### src/rtl/ip_datagram_rx.sv
// ip_datagram_rx: receive-side IPv4 parser.
// Checks the fixed 20-byte header, captures source address and payload length,
// then forwards the payload bytes. Trailing Ethernet padding is discarded.
module ip_datagram_rx #(
    parameter logic [7:0] PROTOCOL     = 8'd17,
    parameter bit         CHECK_CSUM   = 1'b1,
    parameter bit         ACCEPT_BCAST = 1'b1
) (
    input  logic        clk,
    input  logic        rst_n,
    input  logic [31:0] cfg_local_ip,
    input  logic [7:0]  rx_data,
    input  logic        rx_valid,
    input  logic        rx_last,
    output logic [7:0]  pay_data,
    output logic        pay_valid,
    output logic        pay_last,
    output logic        pay_err,
    output logic [31:0] ip_src_addr,
    output logic [15:0] ip_pay_len,
    output logic        hdr_ok,
    output logic        hdr_err,
    output logic [2:0]  err_code
);

    typedef enum logic [1:0] {IDLE, HEADER, DATA, DROP} state_t;

    state_t        state_q, state_d;
    logic [4:0]    idx_q, idx_d;
    logic [19:0]   acc_q, acc_d;
    logic [151:0]  hdr_q, hdr_d;      // header bytes 0..18, byte 0 ends up on top
    logic [15:0]   rem_q, rem_d;
    logic [7:0]    pay_data_q, pay_data_d;
    logic          pay_valid_q, pay_valid_d;
    logic          pay_last_q, pay_last_d;
    logic          pay_err_q, pay_err_d;
    logic [31:0]   src_q, src_d;
    logic [15:0]   len_q, len_d;
    logic          hdr_ok_q, hdr_ok_d;
    logic          hdr_err_q, hdr_err_d;
    logic [2:0]    code_q, code_d;

    // Header view at byte 19: stored bytes plus the byte currently on the bus
    logic [159:0]  hdr_all;
    logic [4:0]    cur_idx;
    logic [19:0]   acc_base, acc_sum;
    logic [16:0]   fold1;
    logic [15:0]   fold2;
    logic [15:0]   totlen;
    logic [7:0]    b6, b7;
    logic          fmt_bad, csum_bad, proto_bad, dest_bad, len_bad;
    logic [2:0]    code;
    logic          unused_hdr;

    assign hdr_all  = {hdr_q, rx_data};
    assign cur_idx  = (state_q == IDLE) ? 5'd0 : idx_q;
    assign acc_base = (state_q == IDLE) ? 20'd0 : acc_q;
    // Even bytes are the high half of a 16-bit word, odd bytes the low half
    assign acc_sum  = acc_base + (cur_idx[0] ? {12'd0, rx_data} : {4'd0, rx_data, 8'd0});
    assign fold1    = {1'b0, acc_sum[15:0]} + {13'd0, acc_sum[19:16]};
    assign fold2    = fold1[15:0] + {15'd0, fold1[16]};

    assign totlen    = hdr_all[143:128];
    assign b6        = hdr_all[111:104];
    assign b7        = hdr_all[103:96];
    assign fmt_bad   = (hdr_all[159:152] != 8'h45) || b6[5] || ({b6[4:0], b7} != 13'd0);
    assign csum_bad  = CHECK_CSUM && (fold2 != 16'hFFFF);
    assign proto_bad = (hdr_all[87:80] != PROTOCOL);
    assign dest_bad  = (hdr_all[31:0] != cfg_local_ip) &&
                       !(ACCEPT_BCAST && (hdr_all[31:0] == 32'hFFFF_FFFF));
    assign len_bad   = (totlen < 16'd20);
    assign unused_hdr = ^{hdr_all[151:144], hdr_all[127:112], hdr_all[95:88], hdr_all[79:64]};

    // Error code: later assignments override, so the lowest failing code wins
    always_comb begin
        code = 3'd0;
        if (len_bad)   code = 3'd6;
        if (dest_bad)  code = 3'd4;
        if (proto_bad) code = 3'd3;
        if (csum_bad)  code = 3'd2;
        if (fmt_bad)   code = 3'd1;
    end

    // Next-state and registered-output logic
    always_comb begin
        state_d     = state_q;
        idx_d       = idx_q;
        acc_d       = acc_q;
        hdr_d       = hdr_q;
        rem_d       = rem_q;
        pay_data_d  = 8'd0;
        pay_valid_d = 1'b0;
        pay_last_d  = 1'b0;
        pay_err_d   = 1'b0;
        src_d       = src_q;
        len_d       = len_q;
        hdr_ok_d    = 1'b0;
        hdr_err_d   = 1'b0;
        code_d      = 3'd0;
        case (state_q)
            IDLE, HEADER: begin
                if (rx_valid) begin
                    hdr_d   = {hdr_q[143:0], rx_data};
                    acc_d   = acc_sum;
                    idx_d   = cur_idx + 5'd1;
                    state_d = HEADER;
                    if (cur_idx == 5'd19) begin
                        if (code == 3'd0) begin
                            hdr_ok_d = 1'b1;
                            src_d    = hdr_all[63:32];
                            len_d    = totlen - 16'd20;
                            rem_d    = totlen - 16'd20;
                            // A frame ending on the last header byte carries no payload
                            if (rx_last)                    state_d = IDLE;
                            else if (totlen == 16'd20)      state_d = DROP;
                            else                            state_d = DATA;
                        end else begin
                            hdr_err_d = 1'b1;
                            code_d    = code;
                            state_d   = rx_last ? IDLE : DROP;
                        end
                    end else if (rx_last) begin
                        hdr_err_d = 1'b1;
                        code_d    = 3'd5;
                        state_d   = IDLE;
                    end
                end
            end
            DATA: begin
                if (rx_valid) begin
                    pay_valid_d = 1'b1;
                    pay_data_d  = rx_data;
                    rem_d       = rem_q - 16'd1;
                    if (rem_q == 16'd1) begin
                        pay_last_d = 1'b1;
                        state_d    = rx_last ? IDLE : DROP;
                    end else if (rx_last) begin
                        pay_last_d = 1'b1;
                        pay_err_d  = 1'b1;
                        state_d    = IDLE;
                    end
                end
            end
            DROP: begin
                if (rx_valid && rx_last) state_d = IDLE;
            end
            default: state_d = IDLE;
        endcase
    end

    // State and output registers
    always_ff @(posedge clk or negedge rst_n) begin
        if (!rst_n) begin
            state_q     <= IDLE;
            idx_q       <= 5'd0;
            acc_q       <= 20'd0;
            hdr_q       <= '0;
            rem_q       <= 16'd0;
            pay_data_q  <= 8'd0;
            pay_valid_q <= 1'b0;
            pay_last_q  <= 1'b0;
            pay_err_q   <= 1'b0;
            src_q       <= 32'd0;
            len_q       <= 16'd0;
            hdr_ok_q    <= 1'b0;
            hdr_err_q   <= 1'b0;
            code_q      <= 3'd0;
        end else begin
            state_q     <= state_d;
            idx_q       <= idx_d;
            acc_q       <= acc_d;
            hdr_q       <= hdr_d;
            rem_q       <= rem_d;
            pay_data_q  <= pay_data_d;
            pay_valid_q <= pay_valid_d;
            pay_last_q  <= pay_last_d;
            pay_err_q   <= pay_err_d;
            src_q       <= src_d;
            len_q       <= len_d;
            hdr_ok_q    <= hdr_ok_d;
            hdr_err_q   <= hdr_err_d;
            code_q      <= code_d;
        end
    end

    assign pay_data    = pay_data_q;
    assign pay_valid   = pay_valid_q;
    assign pay_last    = pay_last_q;
    assign pay_err     = pay_err_q;
    assign ip_src_addr = src_q;
    assign ip_pay_len  = len_q;
    assign hdr_ok      = hdr_ok_q;
    assign hdr_err     = hdr_err_q;
    assign err_code    = code_q;

endmodule

### config.mk
export PLATFORM = sky130hd
export DESIGN_NAME = ip_datagram_rx
export DESIGN_NICKNAME = d
export VERILOG_FILES = /design/src/rtl/ip_datagram_rx.sv
export SDC_FILE = /design/constraint.sdc
export NUM_CORES = 1
export LEC_CHECK = 0
export CAP_MARGIN = 15
export CORE_ASPECT_RATIO = 1.2
export CORE_MARGIN = 3
export CORE_UTILIZATION = 29
export DETAILED_ROUTE_END_ITERATION = 8
export DONT_BUFFER_PORTS = 1
export PLACE_DENSITY = 0.54
export RECOVER_POWER = 100
export SLEW_MARGIN = 40
export SYNTH_ARGS = -nofsm -noshare
export SYNTH_HDL_FRONTEND = slang
export SYNTH_SLANG_ARGS = --single-unit
### constraint.sdc
create_clock -name clk -period 15.3 [get_ports clk]
set_clock_uncertainty 0.1 [all_clocks]
set_input_delay 1.53 -clock clk [delete_from_list [all_inputs] [get_ports clk]]
set_output_delay 1.53 -clock clk [all_outputs]
set_load 0.05 [all_outputs]
== Word-level counts from Yosys, hierarchy flattened ==
Index checks and enable logic that the tools add are counted.
Cells by class
  $add $sub $neg: 6
  reduce and logical (&&, ||, !) cells: 14
  equal/unequal tests: 17
  muxes and demuxes: 49
  order comparisons: 1
Operator list (number)
  16-bit two-way mux: 5
  32-bit equality test (second input constant): 1
  32-bit != test: 1
  16-bit one-hot mux with 2 select lines: 1
  3-bit two-way mux: 10
  20-bit by 16-bit adder with 20-bit output: 1
  20-bit two-way mux: 1
  1-bit two-way mux: 19
  2-bit two-way mux: 9
  16-bit by 4-bit adder with 17-bit output: 1
  16-bit by 1-bit adder with 16-bit output: 1
  16-bit by 1-bit equality test with 1-bit output (second input constant): 1
  16-bit by 5-bit equality test with 1-bit output (second input constant): 1
  16-bit by 5-bit < comparator with 1-bit output (second input constant): 1
  8-bit two-way mux: 2
  16-bit != test (second input constant): 1
  16-bit by 1-bit subtractor with 16-bit output (second input constant): 1
  16-bit by 5-bit subtractor with 16-bit output (second input constant): 1
  13-bit nonzero test: 1
  2-bit != test (second input constant): 5
  8-bit by 5-bit != test with 1-bit output (second input constant): 1
  8-bit by 7-bit != test with 1-bit output (second input constant): 1
  4-bit AND reduction: 2
  2-bit one-hot mux with 3 select lines: 1
  15 further kinds: 18
Storage, ports and cells
  input bits: 44
  logic and storage cells: 101
  flip-flop bits (word level): 259

== Longest topological paths before layout ==
  word-level depth: 14
  gate-level depth with buffers: 34
  depth with buffers taken out: 30

== Least setup slack after synthesis ==
No wires, ideal clock.
  kind: input-to-reg
  from: in rx_data[0]
  to: reg src_q[19] (netlist: ip_src_addr[19])
  path slack: 7987 ps
  arrival time: 7088 ps
  data required time: 15075 ps
  stages: 27
  path buffers: 2
  path through: and2_1 > ha_1 > clkbuf_1 > a21o_1 > a2111oi_0 > or3_1 > a21oi_1 > o21ai_0 > nand2_1 > and2_1 > o21bai_1 > xor2_1 > fa_1 > a21o_1 > a21o_1 > nand3_1 > nor4_1 > ha_1 > ha_1 > and2_1 > nor3_1 > nand4_1 > a2111oi_0 > o21ai_0 > a2111oi_4 > buf_6 > mux2_2
Between the ends
  longest elaborated chain between the ends: 9
  elaborated cells on any way between the ends: 15
  classes of those cells: add/sub: 3; eq/ne: 3; mux: 5; reduce/logical: 4
RTL lines
  start, declared: RTL line 12  | input logic [7:0] rx_data,
  16-bit two-way mux: RTL line 59  | assign acc_sum = acc_base + (cur_idx[0] ? {12'd0, rx_data} : {4'd0, rx_data, 8'd0});
  20-bit by 16-bit adder with 20-bit output: RTL line 59
  net acc_sum[17]: RTL line 46  | logic [19:0] acc_base, acc_sum;
  16-bit by 4-bit adder with 17-bit output: RTL line 60  | assign fold1 = {1'b0, acc_sum[15:0]} + {13'd0, acc_sum[19:16]};
  16-bit by 1-bit adder with 16-bit output: RTL line 61  | assign fold2 = fold1[15:0] + {15'd0, fold1[16]};
  16-bit != test: RTL line 67  | assign csum_bad = CHECK_CSUM && (fold2 != 16'hFFFF);
  3-bit two-way mux: RTL line 80  | if (csum_bad) code = 3'd2;
  3-bit two-way mux: RTL line 81  | if (fmt_bad) code = 3'd1;
  3-bit zero test: RTL line 108  | if (code == 3'd0) begin
  4-bit AND reduction (no source line)
  end signal, assigned: RTL line 178  | src_q <= src_d;
  end, declared: RTL line 37  | logic [31:0] src_q, src_d;
The timed path passes the listed nets, and every way through them passes these cells.
A chain may end at the register's enable or synchronous reset.

== Final worst setup path ==
  from: reg state_q[0]
  to: reg rem_q[3]
Between the ends
  longest elaborated chain between the ends: 12
  elaborated cells on any way between the ends: 22
  classes of those cells: add/sub: 3; eq/ne: 8; mux: 6; reduce/logical: 5
RTL lines
  start, declared: RTL line 28  | state_t state_q, state_d;
  start signal, assigned: RTL line 169  | state_q <= state_d;
  2-bit zero test *: RTL line 56, 57
  5-bit two-way mux: RTL line 56  | assign cur_idx = (state_q == IDLE) ? 5'd0 : idx_q;
  16-bit two-way mux: RTL line 59
  20-bit by 16-bit adder with 20-bit output *: RTL line 59
  net acc_sum[17]: RTL line 46
  16-bit by 4-bit adder with 17-bit output *: RTL line 60
  16-bit by 1-bit adder with 16-bit output *: RTL line 61
  16-bit != test *: RTL line 67
  3-bit two-way mux *: RTL line 80
  3-bit two-way mux *: RTL line 81
  3-bit zero test *: RTL line 108
  2-bit != test (no source line) *
  5-bit AND reduction (no source line) *
  end signal, assigned: RTL line 173  | rem_q <= rem_d;
  end, declared: RTL line 32  | logic [15:0] rem_q, rem_d;
Mark *: on every way through the listed nets, which the timed path passes. The rest lies on a longest branch.

==> metrics.md <==
| Metric | Value |
|---|---|
| Post-synth top area cell | dfrtp_1 |
| Top-Level Pins | 108 |
| RR Endpoint | rem_q[3] |
| Syn Area/Cell | 9.189 µm² |
| Outcome | finished, violations left |
| Post-DP HPWL | 21760 µm |
| Post-synthesis sequential area ratio | 51.03% |
| Worst Hold End | hdr_q[88] |
| Fraction of layout cells with a size suffix above 1 | 7.464% |
| Total CTS buffers | 30 |
| Congestion Overflow GR | 0 |
| Startpoint Class | flop |
| Largest net degree at the start of global routing | 260 |
| Kind of critical path | flop to flop |
| EDFF count, synth | 0 |
| NetSw | 0.5898 mW |
| Buffers & Inverters on Critical Path | 1 |
| CP peak stage delay | 1130 ps |
| Switching share of power | 30.57% |
| Vias in the first global route | 9462 |
| Slowest cell on crit path | clkbuf_1 |
| Failing checks | max-capacitance violations, max-slew violations |
| WL final | 32080 µm |
| Core Rows | 83 |
| Hold Fails Final Rpt | 0 |
| Post_cts resized | 0 |
| DIE WIDTH | 197.0 µm |
| Layout Utilization | 32.89% |
| Netlist Area Pre-Place | 0.01270 mm² |
| Share of power burned in registers | 43.2% |
| # diodes | 0 |
| Pwr/cell area | 136.4 mW/mm² |
| Worst Path Required | 15660 ps |
| Share of synthesized flip-flops with an asynchronous set or reset | 100.0% |
| Most used DFF post-synth | dfrtp_1 |
| Leakage | 7.088 nW |
| Hold_buf cts | 0 |
| Root Driver | clkbuf_16 |
| Post-Synthesis Cells | 1382 |
| Total Routing Usage GR | 13.87% |
| Initial antenna violation count | 0 |
| Period utilisation layout | 65.66% |
| Max-slew violation count | 323 |
| Clk pwr share | 37.5% |
| Clock Latency Late Sink | 570 ps |
| Number of synthesized register bits | 259 |
| Final Non-Filler Cells | 1932 |
| Synth cell types | 71 |
| First-pass GRT wire length | 52790 µm |
| Slew headroom | -103.5% |
| WHS Path Cells | 2 |
| Most frequent cells in the layout | nand2_1 (519), dfrtp_1 (259), nor2_1 (45) |
| Comb power frac | 19.3% |
| Max Clock Freq | 99.54 MHz |
| DRC errors left | 0 |
| Cell family with most CP delay | simple AND/OR/NAND/NOR gates |
| DP Worst Slack | 6907 ps |
| Crit. End Element | flop |
| Placed instance count | 1877 |
| Worst r2r path cells | 29 |
| Final #Nets | 1430 |
| RSZ-0062 raised after global routing | no |
| YS warnings | 0 |
| Yosys top cell area share | 51.03% |
| Full die area | 0.04635 mm² |
| Port Buffer Count | 0 |
| R2R Setup Slk | 5250 ps |
| DR WL/cell | 16.60 µm |
| Post-Syn Nets | 1454 |
| RD Place Congestion | 0.8575 |
| Clk sink count | 259 |
| Least-Margin Pin Slew | 3053 ps |
| Clock Tree Buf Depth | 3 |
| Arrival time worst endpoint | 10400 ps |
| Crit-path max FO | 29 |
| Detailed-route via count | 9349 |
| Setup Viol. Count Final | 0 |
| Synth area leaders | dfrtp_1 (51%), nand2_1 (15%), mux2_2 (3.6%), xor2_1 (3.0%), ha_1 (2.6%) |
| DRT Pass-1 Iters | 5 |
| Starting Density | 29.54% |
| Iter 0 DRT Violations | 666 |
| Hold_sp | hdr_q[80] |
| Clock transition at path regs | 60 ps |
| Worst min-delay path class | flop to flop |
| Worst setup margin | 5253 ps |
| Commonest non-fill, non-tap cell in the layout | nand2_1 |
| Vias/cell | 4.839 |
| CTS tree | built |
| Die height | 235.2 µm |
| Max H-tree Level | 1 |
| Max-Cap Viols | 6 |
| Post-CTS setup buffer count | 0 |
| Minimum clock period | 10050 ps |
| Area Growth Syn to Fin | 11.34% |
| Core area | 0.04299 mm² |
| Fin Setup TNS | 0 ps |
| Maximum vdd drop | 79.82 µV |
| Internal Power | 1.339 mW |
| Total power | 1.929 mW |
| Final ANT Viol Nets | 0 |
| Reg-to-reg startpoint | state_q[0] |
cell families (layout without fill, tap and decap cells):
family	Yosys count	after routing	synth area share, %
AND/OR/NAND/NOR	733	733	25.09
AO/OA/AOI/OAI	163	163	8.985
adder cells (fa/ha/maj)	28	28	2.877
buffers and inverters	81	79	2.818
XOR/XNOR	70	70	4.946
flip-flops	259	259	51.03
multiplexers	48	48	4.246
stage by stage:
step / area (µm²) / hold slack (ps)
global placement: 13160 / 347.1
floorplan: 12700 / 337.4
global route: 14140 / 374.8
finish: 14140 / 342.9
detailed placement: 13180 / 349.8
CTS: 14180 / 341.1
tightest hold or removal path: stages, from the launching register on:
cell,delay (ps)
dfrtp_1,340
nand2_1,50
nand2_1,50
worst max-delay path by stage:
stage	slack (ps)	end	cells past startpoint	startpoint
3_5_place_dp	6910	rem_q[3]	27	rx_data[0]
3_3_place_gp	6950	rem_q[3]	27	rx_data[0]
2_1_floorplan	7990	ip_src_addr[19]	27	rx_data[0]
6_report	5250	rem_q[3]	29	state_q[0]
5_1_grt	4270	rem_q[3]	29	state_q[0]
4_1_cts	6900	rem_q[3]	29	state_q[0]
power by group through the flow:
stage	clock network, mW	logic [mW]	registers, mW
after floorplan	0	0.285	0.821
after global placement	0	0.371	0.846
after detailed placement	0	0.375	0.848
after CTS	0.748	0.377	0.836
after global routing	0.775	0.422	0.847
final	0.723	0.372	0.834
cell type report:
cell class,count,area [µm²]
fillers,4508,28850
repair buffers,7,57.56
clock inverters,10,116.4
flip-flops and latches,259,6481
clock buffers,44,884.6
multi-input cells,1042,5842
well taps,552,690.7
inverters,18,67.56
Yosys cell counts (all sizes together) (9+ instances only):
master,count
nand4,19
nor4,20
dfrtp,259
buf,9
nand2b,10
o21ai,40
nand3,15
xnor2,25
a21oi,32
inv,17
xor2,44
a31oi,10
and3,25
a21o,14
ha,26
clkbuf,54
mux2,47
nor2,45
and2,29
nor3,19
nand2,519
layer usage:
metal / share of wire (%) / track usage (%) / vias to the layer above
met2: 46 / 22.69 / 195
met4: 2.6 / 4.062 / 0
met1: 45 / 18.36 / 4521
met3: 6.0 / 3.221 / 45
met5: 0 / 0 / -
li1: - / - / 4588
registers in the layout, summed over array words and instances (netlist names), 2 cells and up:
register,cells
hdr_q,152
ip_src_addr,32
acc_q,20
ip_pay_len,16
rem_q,16
pay_data,8
idx_q,5
err_code,3
state_q,2
(Power assumes the default switching activity.)
